`config.mk`:
```
export PLATFORM = sky130hd
export DESIGN_NAME = mm_axis_seq_ctrl
export DESIGN_NICKNAME = d
export VERILOG_FILES = /design/src/rtl/mm_axis_pkg.sv /design/src/rtl/axis_skid2.sv /design/src/rtl/mm_axis_seq_ctrl.sv
export SDC_FILE = /design/constraint.sdc
export NUM_CORES = 1
export LEC_CHECK = 0
export ABC_AREA = 0
export CORE_AREA = 10 10 260 262
export CTS_CLUSTER_DIAMETER = 50
export DETAILED_ROUTE_END_ITERATION = 10
export DIE_AREA = 0 0 270 272
export PLACE_DENSITY_LB_ADDON = 0.25
export SETUP_SLACK_MARGIN = 0.2
export SLEW_MARGIN = 20
export SYNTH_ARGS = -nofsm -noshare
export SYNTH_HDL_FRONTEND = slang
export SYNTH_SLANG_ARGS = --single-unit
export TNS_END_PERCENT = 50
```
`constraint.sdc`:
```
create_clock -name aclk -period 3.59 [get_ports aclk]
set_input_delay 0.718 -clock aclk [delete_from_list [all_inputs] [get_ports aclk]]
set_output_delay 0.718 -clock aclk [all_outputs]
set_load 0.005 [all_outputs]
```
`src/rtl/mm_axis_pkg.sv`:
```
// Shared types and sizing helpers for the AXI-Stream matrix-multiply sequencer.
package mm_axis_pkg;

  typedef enum logic [2:0] {
    StIdle,
    StLoad,
    StStart,
    StCompute,
    StDrain
  } state_e;

  localparam int unsigned DefWidth     = 16;
  localparam int unsigned DefChunkSize = 4;
  localparam int unsigned DefNumCores  = 2;
  localparam int unsigned WeWidth      = 8;

  function automatic int unsigned beat_width(input int unsigned width,
                                             input int unsigned chunk,
                                             input int unsigned cores);
    return width * chunk * cores;
  endfunction

  // Beats needed to move a rows x cols word matrix, chunk*cores words per beat, rounded up.
  function automatic int unsigned num_elements(input int unsigned rows,
                                               input int unsigned cols,
                                               input int unsigned chunk,
                                               input int unsigned cores);
    return (rows * cols + chunk * cores - 1) / (chunk * cores);
  endfunction

endpackage

```
`src/rtl/axis_skid2.sv`:
```
// Two-entry valid/ready buffer; head entry always drives the output.
module axis_skid2 #(
  parameter int unsigned DataW = 128
) (
  input  logic             clk,
  input  logic             rst_n,
  input  logic             push_valid,
  input  logic [DataW-1:0] push_data,
  input  logic             pop_ready,
  output logic             pop_valid,
  output logic [DataW-1:0] pop_data,
  output logic [1:0]       occupancy
);

  logic [DataW-1:0] head_q, head_d, tail_q, tail_d;
  logic [1:0]       cnt_q, cnt_d;
  logic             pop;

  assign pop_valid = cnt_q != 2'd0;
  assign pop_data  = head_q;
  assign occupancy = cnt_q;
  assign pop       = pop_valid & pop_ready;

  always_comb begin
    head_d = head_q;
    tail_d = tail_q;
    cnt_d  = cnt_q;
    case ({push_valid, pop})
      2'b10: begin
        if (cnt_q == 2'd0) head_d = push_data;
        else               tail_d = push_data;
        cnt_d = cnt_q + 2'd1;
      end
      2'b01: begin
        head_d = tail_q;
        cnt_d  = cnt_q - 2'd1;
      end
      2'b11: begin
        // Occupancy holds; the new beat lands behind whatever remains.
        if (cnt_q == 2'd1) begin
          head_d = push_data;
        end else begin
          head_d = tail_q;
          tail_d = push_data;
        end
      end
      default: ;
    endcase
  end

  always_ff @(posedge clk or negedge rst_n) begin
    if (!rst_n) begin
      head_q <= '0;
      tail_q <= '0;
      cnt_q  <= 2'd0;
    end else begin
      head_q <= head_d;
      tail_q <= tail_d;
      cnt_q  <= cnt_d;
    end
  end

endmodule

```
`src/rtl/mm_axis_seq_ctrl.sv`:
```
// Loads input/weight BRAMs from MM2S streams, runs the core, then streams results to S2MM.
module mm_axis_seq_ctrl
  import mm_axis_pkg::*;
#(
  parameter int unsigned WIDTH          = DefWidth,
  parameter int unsigned CHUNK_SIZE     = DefChunkSize,
  parameter int unsigned NUM_CORES      = DefNumCores,
  parameter int unsigned NUM_I_ELEMENTS = 4,
  parameter int unsigned NUM_W_ELEMENTS = 6,
  parameter int unsigned NUM_O_ELEMENTS = 6,
  parameter int unsigned IN_ADDR_W      = 2,
  parameter int unsigned WB_ADDR_W      = 3,
  parameter int unsigned OUT_ADDR_W     = 3
) (
  input  logic                                  aclk,
  input  logic                                  aresetn,
  input  logic                                  mm2s_i_tvalid,
  output logic                                  mm2s_i_tready,
  input  logic [WIDTH*CHUNK_SIZE*NUM_CORES-1:0] mm2s_i_tdata,
  input  logic                                  mm2s_w_tvalid,
  output logic                                  mm2s_w_tready,
  input  logic [WIDTH*CHUNK_SIZE-1:0]           mm2s_w_tdata,
  output logic                                  in_ena,
  output logic [WeWidth-1:0]                    in_wea,
  output logic [IN_ADDR_W-1:0]                  in_addra,
  output logic [WIDTH*CHUNK_SIZE*NUM_CORES-1:0] in_dina,
  output logic                                  wb_ena,
  output logic [WeWidth-1:0]                    wb_wea,
  output logic [WB_ADDR_W-1:0]                  wb_addra,
  output logic [WIDTH*CHUNK_SIZE-1:0]           wb_dina,
  output logic                                  top_start,
  input  logic                                  top_done,
  output logic                                  out_enb,
  output logic [OUT_ADDR_W-1:0]                 out_addrb,
  input  logic [WIDTH*CHUNK_SIZE*NUM_CORES-1:0] out_doutb,
  output logic                                  s2mm_tvalid,
  input  logic                                  s2mm_tready,
  output logic [WIDTH*CHUNK_SIZE*NUM_CORES-1:0] s2mm_tdata,
  output logic                                  s2mm_tlast,
  output logic                                  busy,
  output logic                                  job_done
);

  localparam int unsigned BeatW = beat_width(WIDTH, CHUNK_SIZE, NUM_CORES);
  localparam int unsigned ICntW = $clog2(NUM_I_ELEMENTS + 1);
  localparam int unsigned WCntW = $clog2(NUM_W_ELEMENTS + 1);
  localparam int unsigned OCntW = $clog2(NUM_O_ELEMENTS + 1);
  localparam logic [ICntW-1:0] IEnd  = ICntW'(NUM_I_ELEMENTS);
  localparam logic [WCntW-1:0] WEnd  = WCntW'(NUM_W_ELEMENTS);
  localparam logic [OCntW-1:0] OEnd  = OCntW'(NUM_O_ELEMENTS);
  localparam logic [OCntW-1:0] OLast = OCntW'(NUM_O_ELEMENTS - 1);

  state_e           state_q, state_d;
  logic [ICntW-1:0] i_cnt_q, i_cnt_d;
  logic [WCntW-1:0] w_cnt_q, w_cnt_d;
  logic [OCntW-1:0] rd_ptr_q, rd_ptr_d, beat_q, beat_d;
  logic             inflight_q;
  logic             i_hs, w_hs, rd_issue, pop, last_beat;
  logic [1:0]       occupancy;
  logic [2:0]       pending, allowance;

  assign mm2s_i_tready = (state_q == StLoad) && (i_cnt_q < IEnd);
  assign mm2s_w_tready = (state_q == StLoad) && (w_cnt_q < WEnd);
  assign i_hs          = mm2s_i_tready & mm2s_i_tvalid;
  assign w_hs          = mm2s_w_tready & mm2s_w_tvalid;

  assign in_ena   = i_hs;
  assign in_wea   = {WeWidth{i_hs}};
  assign in_addra = i_hs ? IN_ADDR_W'(i_cnt_q) : '0;
  assign in_dina  = i_hs ? mm2s_i_tdata : '0;
  assign wb_ena   = w_hs;
  assign wb_wea   = {WeWidth{w_hs}};
  assign wb_addra = w_hs ? WB_ADDR_W'(w_cnt_q) : '0;
  assign wb_dina  = w_hs ? mm2s_w_tdata : '0;

  assign pop       = s2mm_tvalid & s2mm_tready;
  // A beat leaving this cycle frees its slot before the read issued now arrives.
  assign pending   = {1'b0, occupancy} + {2'b00, inflight_q};
  assign allowance = 3'd2 + {2'b00, pop};
  assign rd_issue  = (state_q == StDrain) && (rd_ptr_q < OEnd) && (pending < allowance);
  assign out_enb   = rd_issue;
  assign out_addrb = rd_issue ? OUT_ADDR_W'(rd_ptr_q) : '0;

  assign last_beat  = beat_q == OLast;
  assign s2mm_tlast = s2mm_tvalid & last_beat;
  assign job_done   = (state_q == StDrain) & pop & last_beat;
  assign top_start  = state_q == StStart;
  assign busy       = state_q != StIdle;

  axis_skid2 #(
    .DataW(BeatW)
  ) u_skid (
    .clk       (aclk),
    .rst_n     (aresetn),
    .push_valid(inflight_q),
    .push_data (out_doutb),
    .pop_ready (s2mm_tready),
    .pop_valid (s2mm_tvalid),
    .pop_data  (s2mm_tdata),
    .occupancy (occupancy)
  );

  always_comb begin
    state_d  = state_q;
    i_cnt_d  = i_cnt_q;
    w_cnt_d  = w_cnt_q;
    rd_ptr_d = rd_ptr_q;
    beat_d   = beat_q;
    case (state_q)
      StIdle: begin
        if (mm2s_i_tvalid || mm2s_w_tvalid) state_d = StLoad;
      end
      StLoad: begin
        if (i_hs) i_cnt_d = i_cnt_q + ICntW'(1);
        if (w_hs) w_cnt_d = w_cnt_q + WCntW'(1);
        if ((i_cnt_q == IEnd) && (w_cnt_q == WEnd)) state_d = StStart;
      end
      StStart: begin
        i_cnt_d  = '0;
        w_cnt_d  = '0;
        rd_ptr_d = '0;
        beat_d   = '0;
        state_d  = StCompute;
      end
      StCompute: begin
        if (top_done) state_d = StDrain;
      end
      StDrain: begin
        if (rd_issue) rd_ptr_d = rd_ptr_q + OCntW'(1);
        if (pop)      beat_d   = beat_q + OCntW'(1);
        if (pop && last_beat) state_d = StIdle;
      end
      default: state_d = StIdle;
    endcase
  end

  always_ff @(posedge aclk or negedge aresetn) begin
    if (!aresetn) begin
      state_q    <= StIdle;
      i_cnt_q    <= '0;
      w_cnt_q    <= '0;
      rd_ptr_q   <= '0;
      beat_q     <= '0;
      inflight_q <= 1'b0;
    end else begin
      state_q    <= state_d;
      i_cnt_q    <= i_cnt_d;
      w_cnt_q    <= w_cnt_d;
      rd_ptr_q   <= rd_ptr_d;
      beat_q     <= beat_d;
      inflight_q <= rd_issue;
    end
  end

endmodule

```
## After elaboration in Yosys (flattened, before gate mapping)

Cells that the tools add are included.

| cells by class | value |
|---|---|
| add/sub/neg operators | 8 |
| $mul | 0 |
| divide/modulo/power cells | 0 |
| $lt $le $gt $ge | 4 |
| eq/ne operators | 22 |
| shift operators | 0 |
| muxes and demuxes | 25 |
| bitwise gates (word level) | 6 |
| reductions and logical operators | 23 |

Operator list:

| operator | number |
|---|---|
| 2-to-1 mux 128 bit | 5 |
| one-hot mux 128 bit (3 select lines) | 1 |
| one-hot mux 128 bit (2 select lines) | 1 |
| 2-to-1 mux 64 bit | 1 |
| 2-to-1 mux 3 bit | 10 |
| one-hot mux 3 bit (2 select lines) | 4 |
| != test 2 bit, second input constant | 8 |
| one-hot mux 3 bit (5 select lines) | 1 |
| adder 3 x 1 -> 3 bit, second input constant | 4 |
| == test 3 bit, second input constant | 4 |
| AND reduction 2 bit | 5 |
| nonzero test 2 bit | 5 |
| < comparator 3 bit, second input constant | 3 |
| bitwise AND 1 bit | 6 |
| == test 3 x 2 -> 1 bit, second input constant | 2 |
| logical AND 1 bit | 6 |
| != test 2 x 1 -> 1 bit, second input constant | 3 |
| nonzero test 3 bit | 2 |
| == test 2 x 1 -> 1 bit, second input constant | 2 |
| == test 2 bit, second input constant | 2 |
| one-hot mux 2 bit (2 select lines) | 1 |
| AND reduction 4 bit | 1 |
| adder 2 x 1 -> 3 bit | 1 |
| adder 2 x 1 -> 3 bit, first input constant | 1 |
| other kinds (9) | 9 |

| word-level totals | value |
|---|---|
| register bits | 274 |
| bits in latches | 0 |
| memory bits (writable) | 0 |
| bits in read-only memories | 0 |
| input port bits | 326 |
| output and inout bits | 354 |
| logic and storage cells | 97 |
| memories kept | 0 |

## Longest topological paths before layout

Gate-level depths: netlist of run 1.

| depth | value |
|---|---|
| depth after elaboration | 7 |
| depth in mapped cells | 11 |
| depth with buffers taken out | 7 |

## Modules after synthesis

A second synthesis of run 1 with hierarchy kept.

| unflattened totals | value |
|---|---|
| cell total of the unflattened synthesis | 1353 |
| area, all modules | 14074.7 um^2 |

Modules (own cells, without submodules):

| module | times used | cells each | area an instance (um^2) | sequential area each (um^2) |
|---|---|---|---|---|
| axis_skid2 | 1 | 1023 | 11634.9 | 6456.2 |
| mm_axis_seq_ctrl | 1 | 330 | 2439.8 | 400.4 |

## Worst setup path after synthesis of run 1

OpenSTA, ideal clock, no wires.

| timing | value |
|---|---|
| path type | register to output |
| start | reg inflight_q |
| end | out out_addrb[0] |
| data arrival time | 1.612 ns |
| data required time | 2.872 ns |
| slack | 1.260 ns |
| stages on the path, launching flop included | 7 |
| path buffers | 0 |
| cell sequence | dfrtp_1 -> ha_1 -> ha_1 -> inv_1 -> o2111ai_1 -> inv_1 -> and2_1 |

| between the ends | value |
|---|---|
| word-level cells in the longest chain between the ends | 4 |

RTL lines:

| item | line | text |
|---|---|---|
| start: declaration | mm_axis_seq_ctrl.sv:57 | `logic inflight_q;` |
| start signal: assignment | mm_axis_seq_ctrl.sv:151 | `inflight_q <= rd_issue;` |
| adder 2 x 1 -> 3 bit | mm_axis_seq_ctrl.sv:78 | `assign pending = {1'b0, occupancy} + {2'b00, inflight_q};` |
| < comparator 3 bit | mm_axis_seq_ctrl.sv:80 | `assign rd_issue = (state_q == StDrain) && (rd_ptr_q < OEnd) && (pending < allowance);` |
| logical AND 1 bit | mm_axis_seq_ctrl.sv:80 |  |
| net out_enb | mm_axis_seq_ctrl.sv:33 | `output logic out_enb,` |
| 2-to-1 mux 3 bit | mm_axis_seq_ctrl.sv:82 | `assign out_addrb = rd_issue ? OUT_ADDR_W'(rd_ptr_q) : '0;` |
| end: declaration | mm_axis_seq_ctrl.sv:34 | `output logic [OUT_ADDR_W-1:0] out_addrb,` |

The timed path passes the listed nets, and every way through them passes these cells.

## Worst setup path in the final report of run 1

| timing | value |
|---|---|
| start | reg state_q[2] |
| end | out wb_dina[12] |

| between the ends | value |
|---|---|
| word-level cells in the longest chain between the ends | 4 |

RTL lines:

| item | line | text |
|---|---|---|
| start: declaration | mm_axis_seq_ctrl.sv:53 | `state_e state_q, state_d;` |
| start signal: assignment | mm_axis_seq_ctrl.sv:139 | `state_q <= StIdle;` |
| start signal: assignment | mm_axis_seq_ctrl.sv:146 | `state_q <= state_d;` |
| == test 3 x 1 -> 1 bit | mm_axis_seq_ctrl.sv:63 | `assign mm2s_w_tready = (state_q == StLoad) && (w_cnt_q < WEnd);` |
| logical AND 1 bit | mm_axis_seq_ctrl.sv:63 |  |
| bitwise AND 1 bit | mm_axis_seq_ctrl.sv:65 | `assign w_hs = mm2s_w_tready & mm2s_w_tvalid;` |
| 2-to-1 mux 64 bit | mm_axis_seq_ctrl.sv:74 | `assign wb_dina = w_hs ? mm2s_w_tdata : '0;` |
| end: declaration | mm_axis_seq_ctrl.sv:30 | `output logic [WIDTH*CHUNK_SIZE-1:0] wb_dina,` |

Every way passes these cells.

==> impl_metrics.yaml, run 1 <==
outcome:
  status: "finished clean"
placement:
  dp_hpwl_um: 45200
  dp.cells: 2635
  dpl_cell_area_mm2: 0.0209
  gp_congestion: 1.17
  pre_cts_ws_ns: 0.260
  io_buffers: 679
sta:
  max_freq_ghz: 0.302
  period_needed_ns: 3.32
  finalClockSkew_ns: 0.0141
  setup_ws_ns: 0.274
  tightestPinTransition_ns: 0.780
  timing.hold.ws_ns: 0.221
  rsz0062_at_grt: "true"
  timing.final.crit_share: 0.924
  slew_headroom: 0.480
  final-setup-viol-count: 0
  slew_viol_final: 0
  finalHoldViolCount: 0
  finalSetupTns_ns: 0
routing:
  wirelength_um: 58000
  wl_per_cell_um: 21.3
  viasPerCell: 4.24
  drc: 0
  drt-pass1-iter-count: 4
  vias: 11534
  ant_nets: 0
  drt_iter0_drc: 472
setup_path:
  crit_type: "reg -> out"
  cp_num_buf_inv: 3
  rrSetupSlack_ns: 1.15
  critPathRequiredTime_ns: 2.87
  worstSetupEndpointType: "output port"
  critPathLaunch: "state_q[2]$_DFFE_PN0P_"
  cp_max_fo: 39
  crit_family: "buffers and inverters"
  worst_ep_arrival_time_ns: 2.60
  crit_chain: "buf_4, nor3b_1, and3_4, clkbuf_16, and2_1, clkdlybuf4s50_1"
  crit_path_top_delay_cell: "clkdlybuf4s50_1"
  r2r-start: "u_skid.occupancy[1]$_DFFE_PN0P_"
  crit_path_max_incr_delay_ns: 0.52
  crit_path_start_kind: "flip-flop"
floorplanning:
  io_pins: 680
  initial_utilization: 0.214
  die_area_mm2: 0.0734
  die_x_um: 270
  fp.coreArea_mm2: 0.0625
  rows: 92
  die_height_um: 272
yosys:
  synth_edf_count: 0
  synth-main-ff-cell: "dfrtp_1"
  synth_most_common_cell: "dfrtp_1"
  synth.avg_cell_area_um2: 11.1
  synthDistinctLibCells: 34
  synthArstFlopShare: 1.00
  synth_area_leaders: "dfrtp_1, mux2_2, mux2i_1"
  synth_top_area_share: 0.514
  yosys.area.top_type: "dfrtp_1"
  synth-seq-cells: 274
  synth_area_mm2: 0.0133
  syn-instance-count: 1199
  netlist_top_cells_count: "dfrtp_1, nand2_1, o21ai_0"
  syn_nets: 1536
  ys_warn_count: 0
  yosysSeqAreaShare: 0.514
power_and_ir_drop:
  p_total_mw: 15.3
  p_per_area_mw_per_mm2: 683
  vdd_ir_drop_max_v: 0.000290
  leakagePower_nw: 9.83
cells_and_area:
  drive_gt1_frac: 0.130
  final_area_mm2: 0.0223
  final_util: 0.357
  area_growth_pct: 67.4
  layout.nets: 2177
  fillers: 6178
  stdcell_count: 2722
global_routing:
  antenna_found_initial: 10
  grt_pass1_wl_um: 83200
  grt_use_total: 0.150
  grt_overflow: 0
  grt_pass1_vias: 12263
  grt_start_max_net_pins: 107
clocking:
  cts_hold_buf: 0
  clockBufferDepth: 3
  cts_tree: "built"
  cts_sinks: 274
  clock_latency_ns: 0.55
  clk_pin_slew_ns: 0.06
  numCtsBuffers: 41
  clockRootBuffer: "clkbuf_16"
  cts-htree-levels: 2
hold_path:
  hp-class: "in -> async"
flow_run:
  cap_violations: 0
==> per-layer routing <==
layer	routed length (µm)	global-route usage	vias to the layer above
li1	-	-	5415
met1	21700	0.156	5549
met2	29100	0.266	482
met3	5110	0.0594	86
met4	2020	0.0590	2
met5	11	0	-
==> registers in the layout, summed over array words and instances (netlist names) <==
register / cells
u_skid.pop_data: 128
state_q: 3
u_skid.tail_q: 128
beat_q: 3
i_cnt_q: 3
u_skid.occupancy: 2
rd_ptr_q: 3
inflight_q: 1
w_cnt_q: 3
==> worst reg2reg max path: cells and delay by family, from the launching register on <==
family                   cells  cell delay [ns]
buffers and inverters        3             0.70
adder cells (fa/ha/maj)      1             0.33
AO/OA/AOI/OAI                1             0.11
flip-flops                   1             0.42
multiplexers                 1             0.36
AND/OR/NAND/NOR              2             0.37
==> cells in the final DEF, fill, tap and decap left out, drive strengths merged, types with 11 or more instances in the layout <==
master / synthesis / routed
and2: 72 / 72
and3: 131 / 131
buf: 66 / 33
clkbuf: 47 / 54
clkdlybuf4s50: 0 / 677
dfrtp: 274 / 274
ha: 11 / 11
inv: 13 / 18
mux2: 128 / 128
mux2i: 131 / 131
nand2: 141 / 141
o21ai: 139 / 139
==> power by group <==
group | switching [mW] | leakage [nW] | internal (mW)
Clock | 1.53 | 0.650 | 2.39
Sequential | 0.635 | 3.29 | 4.22
Combinational | 2.77 | 5.89 | 3.72
==> final timing paths <==
check                                                         to  depth (start not counted)
worst max register to register   u_skid.pop_data[96]$_DFFE_PN0P_                          8
max in group asynchronous          u_skid.tail_q[48]$_DFFE_PN0P_                          2
worst min-delay path               u_skid.tail_q[79]$_DFFE_PN0P_                          1
min in group aclk               u_skid.pop_data[105]$_DFFE_PN0P_                          2
worst max-delay path                                 wb_dina[12]                          6
worst min register to register  u_skid.pop_data[105]$_DFFE_PN0P_                          2
==> layout make-up <==
cell class	count	area, µm²	share of cell area
Multi-Input combinational cell	799	5740	0.257
Antenna cell	6	15.0	0.000672
Inverter	13	48.8	0.00218
Tap cell	846	1060	0.0474
Clock inverter	20	215	0.00963
Clock buffer	53	1130	0.0506
Timing Repair Buffer	711	7270	0.326
Sequential cell	274	6860	0.307
==> what timing repair did <==
item / in CTS / in global routing
pin swaps: 1 / 0
gates cloned: 1 / 1
setup buffers: 1 / 5
setup endpoints to repair: 143 / 134
resized for setup: 6 / 4
==> kinds of logic (layout without fill, tap and decap cells) <==
kind of cell	Yosys count	in the layout	share of synthesized area
other	0	6	0
adders and majority gates	11	11	0.0103
AOI/OAI and AO/OA	156	156	0.0614
xor gates and xnor gates	4	4	0.00262
and+or+nand+nor	369	369	0.146
muxes	259	259	0.206
DFF	274	274	0.514
buffers and inverters	126	797	0.0597
Note: power is estimated with default switching activity, not from simulation.
==> inputs of run 2 (changes only) <==
Settings changed: CAP_MARGIN set to 20, SETUP_SLACK_MARGIN 0.2 to 0.15.
==> run 2 against run 1 <==
Effect of this change:
- via count down 0.47%
- global-route usage about the same
- count of clock-buffer cells in the layout unchanged
- combinational power down 0.8%
- clock power about the same
- critical endpoint is now out_addrb[1]
- largest cell class unchanged
- highest routed layer unchanged
==> impl_metrics.yaml, run 2 (synthesis results as in run 1) <==
outcome:
  status: "finished clean"
floorplanning:
  fp.coreArea_mm2: 0.0625
  die_height_um: 272
  die_area_mm2: 0.0734
  die_x_um: 270
  initial_utilization: 0.214
  rows: 92
  io_pins: 680
clocking:
  cts_hold_buf: 0
  cts_tree: "built"
  clk_pin_slew_ns: 0.06
  cts_sinks: 274
  clockBufferDepth: 3
  cts-htree-levels: 2
  numCtsBuffers: 41
  clockRootBuffer: "clkbuf_16"
  clock_latency_ns: 0.55
routing:
  drt_iter0_drc: 497
  wl_per_cell_um: 21.2
  vias: 11480
  viasPerCell: 4.22
  drt-pass1-iter-count: 4
  wirelength_um: 57600
  ant_nets: 0
  drc: 0
placement:
  pre_cts_ws_ns: 0.260
  gp_congestion: 1.17
  dp_hpwl_um: 45200
  dpl_cell_area_mm2: 0.0209
  io_buffers: 679
  dp.cells: 2635
setup_path:
  worst_ep_arrival_time_ns: 2.62
  crit_path_top_delay_cell: "clkdlybuf4s50_1"
  crit_type: "reg -> out"
  cp_num_buf_inv: 3
  crit_top_cell: "ha_1"
  crit_path_max_incr_delay_ns: 0.48
  crit_chain: "ha_1, ha_1, inv_1, o2111ai_1, inv_2, and2_1, clkdlybuf4s50_1"
  cp_max_fo: 6
  crit_family: "buffers and inverters"
  crit_path_start_kind: "flip-flop"
  worstSetupEndpointType: "output port"
  critPathRequiredTime_ns: 2.87
cells_and_area:
  drive_gt1_frac: 0.127
  final_util: 0.357
  layout_common_cells: "clkdlybuf4s50_1, dfrtp_1, nand2_1"
  final_common_cell: "clkdlybuf4s50_1"
  final_area_mm2: 0.0223
  fillers: 6177
  layout.nets: 2174
  area_growth_pct: 67.0
  stdcell_count: 2720
sta:
  timing.final.crit_share: 0.929
  finalHoldViolCount: 0
  slew_viol_final: 0
  slew_headroom: 0.476
  max_freq_ghz: 0.300
  tightestPinTransition_ns: 0.786
  timing.hold.ws_ns: 0.223
  rsz0062_at_grt: "true"
  period_needed_ns: 3.34
  setup_ws_ns: 0.254
  final-setup-viol-count: 0
  finalSetupTns_ns: 0
  finalClockSkew_ns: 0.0149
power_and_ir_drop:
  vdd_ir_drop_max_v: 0.000336
  p_total_mw: 15.2
  leakagePower_nw: 9.81
  p_per_area_mw_per_mm2: 683
global_routing:
  grt_pass1_wl_um: 83200
  grt_start_max_net_pins: 107
  grt_use_met3: 0.0594
  grt_pass1_vias: 12261
  top_usage_layer: "met2"
  antenna_found_initial: 10
  met1_usage: 0.156
  grt_overflow: 0
  grtUsageMet2: 0.266
  grt_use_total: 0.150
hold_path:
  hp-class: "in -> async"
flow_run:
  cap_violations: 0
run 2: changes by cell type in the layout (fill, tap and decap cells not counted), sizes merged:
cell    change
buf         -3
bufbuf      +1
clkbuf      -1
diode       +1
run 2: timing repair:
action | 4_1_cts | 5_1_grt
setup buffers | 1 | 3
gates resized for setup | 3 | 2
endpoints found under the hold margin | 0 | 0
pin swaps | 1 | 0
endpoints found under the setup margin | 117 | 117
cloned | 1 | 0
run 2: worst reg2reg max path, delay by kind of cell (launching register included):
kind | cells | cell delay (ns)
multiplexers | 1 | 0.36
AND/OR/NAND/NOR | 2 | 0.37
adder cells (fa/ha/maj) | 1 | 0.31
flip-flops | 1 | 0.42
buffers and inverters | 3 | 0.70
AO/OA/AOI/OAI | 1 | 0.11
run 2: final timing paths:
| kind | start | end | slack [ns] | depth (start not counted) |
|---|---|---|---|---|
| worst min register to register | u_skid.pop_data[105]$_DFFE_PN0P_ | u_skid.pop_data[105]$_DFFE_PN0P_ | 0.48 | 2 |
| worst max-delay path | inflight_q$_DFF_PN0_ | out_addrb[1] | 0.25 | 7 |
| worst max register to register | u_skid.occupancy[1]$_DFFE_PN0P_ | u_skid.pop_data[96]$_DFFE_PN0P_ | 1.17 | 8 |
| min in group aclk | u_skid.pop_data[105]$_DFFE_PN0P_ | u_skid.pop_data[105]$_DFFE_PN0P_ | 0.48 | 2 |
| max in group asynchronous | aresetn | u_skid.pop_data[31]$_DFFE_PN0P_ | 2.56 | 2 |
| worst min-delay path | aresetn | u_skid.tail_q[71]$_DFFE_PN0P_ | 0.22 | 1 |
run 2: report_power, final:
part	internal (mW)	switching (mW)
Sequential	4.22	0.636
Combinational	3.71	2.73
Clock	2.39	1.53
Total	10.3	4.89
run 2: area by class of cell:
class                           instances  area (µm²)  area share
Timing Repair Buffer                  708        7240       0.325
Sequential cell                       274        6860       0.308
Antenna cell                            7        17.5    0.000786
Inverter                               13        48.8     0.00219
Clock inverter                         20         215     0.00966
Tap cell                              846        1060      0.0475
Multi-Input combinational cell        799        5720       0.257
Clock buffer                           53        1130      0.0508
run 2: metal layers:
layer  vias to the layer above  part of all wire
li1                       5415                 -
met2                       457              0.50
met4                         2             0.035
met5                         -           0.00019
met1                      5522              0.37
met3                        84             0.087
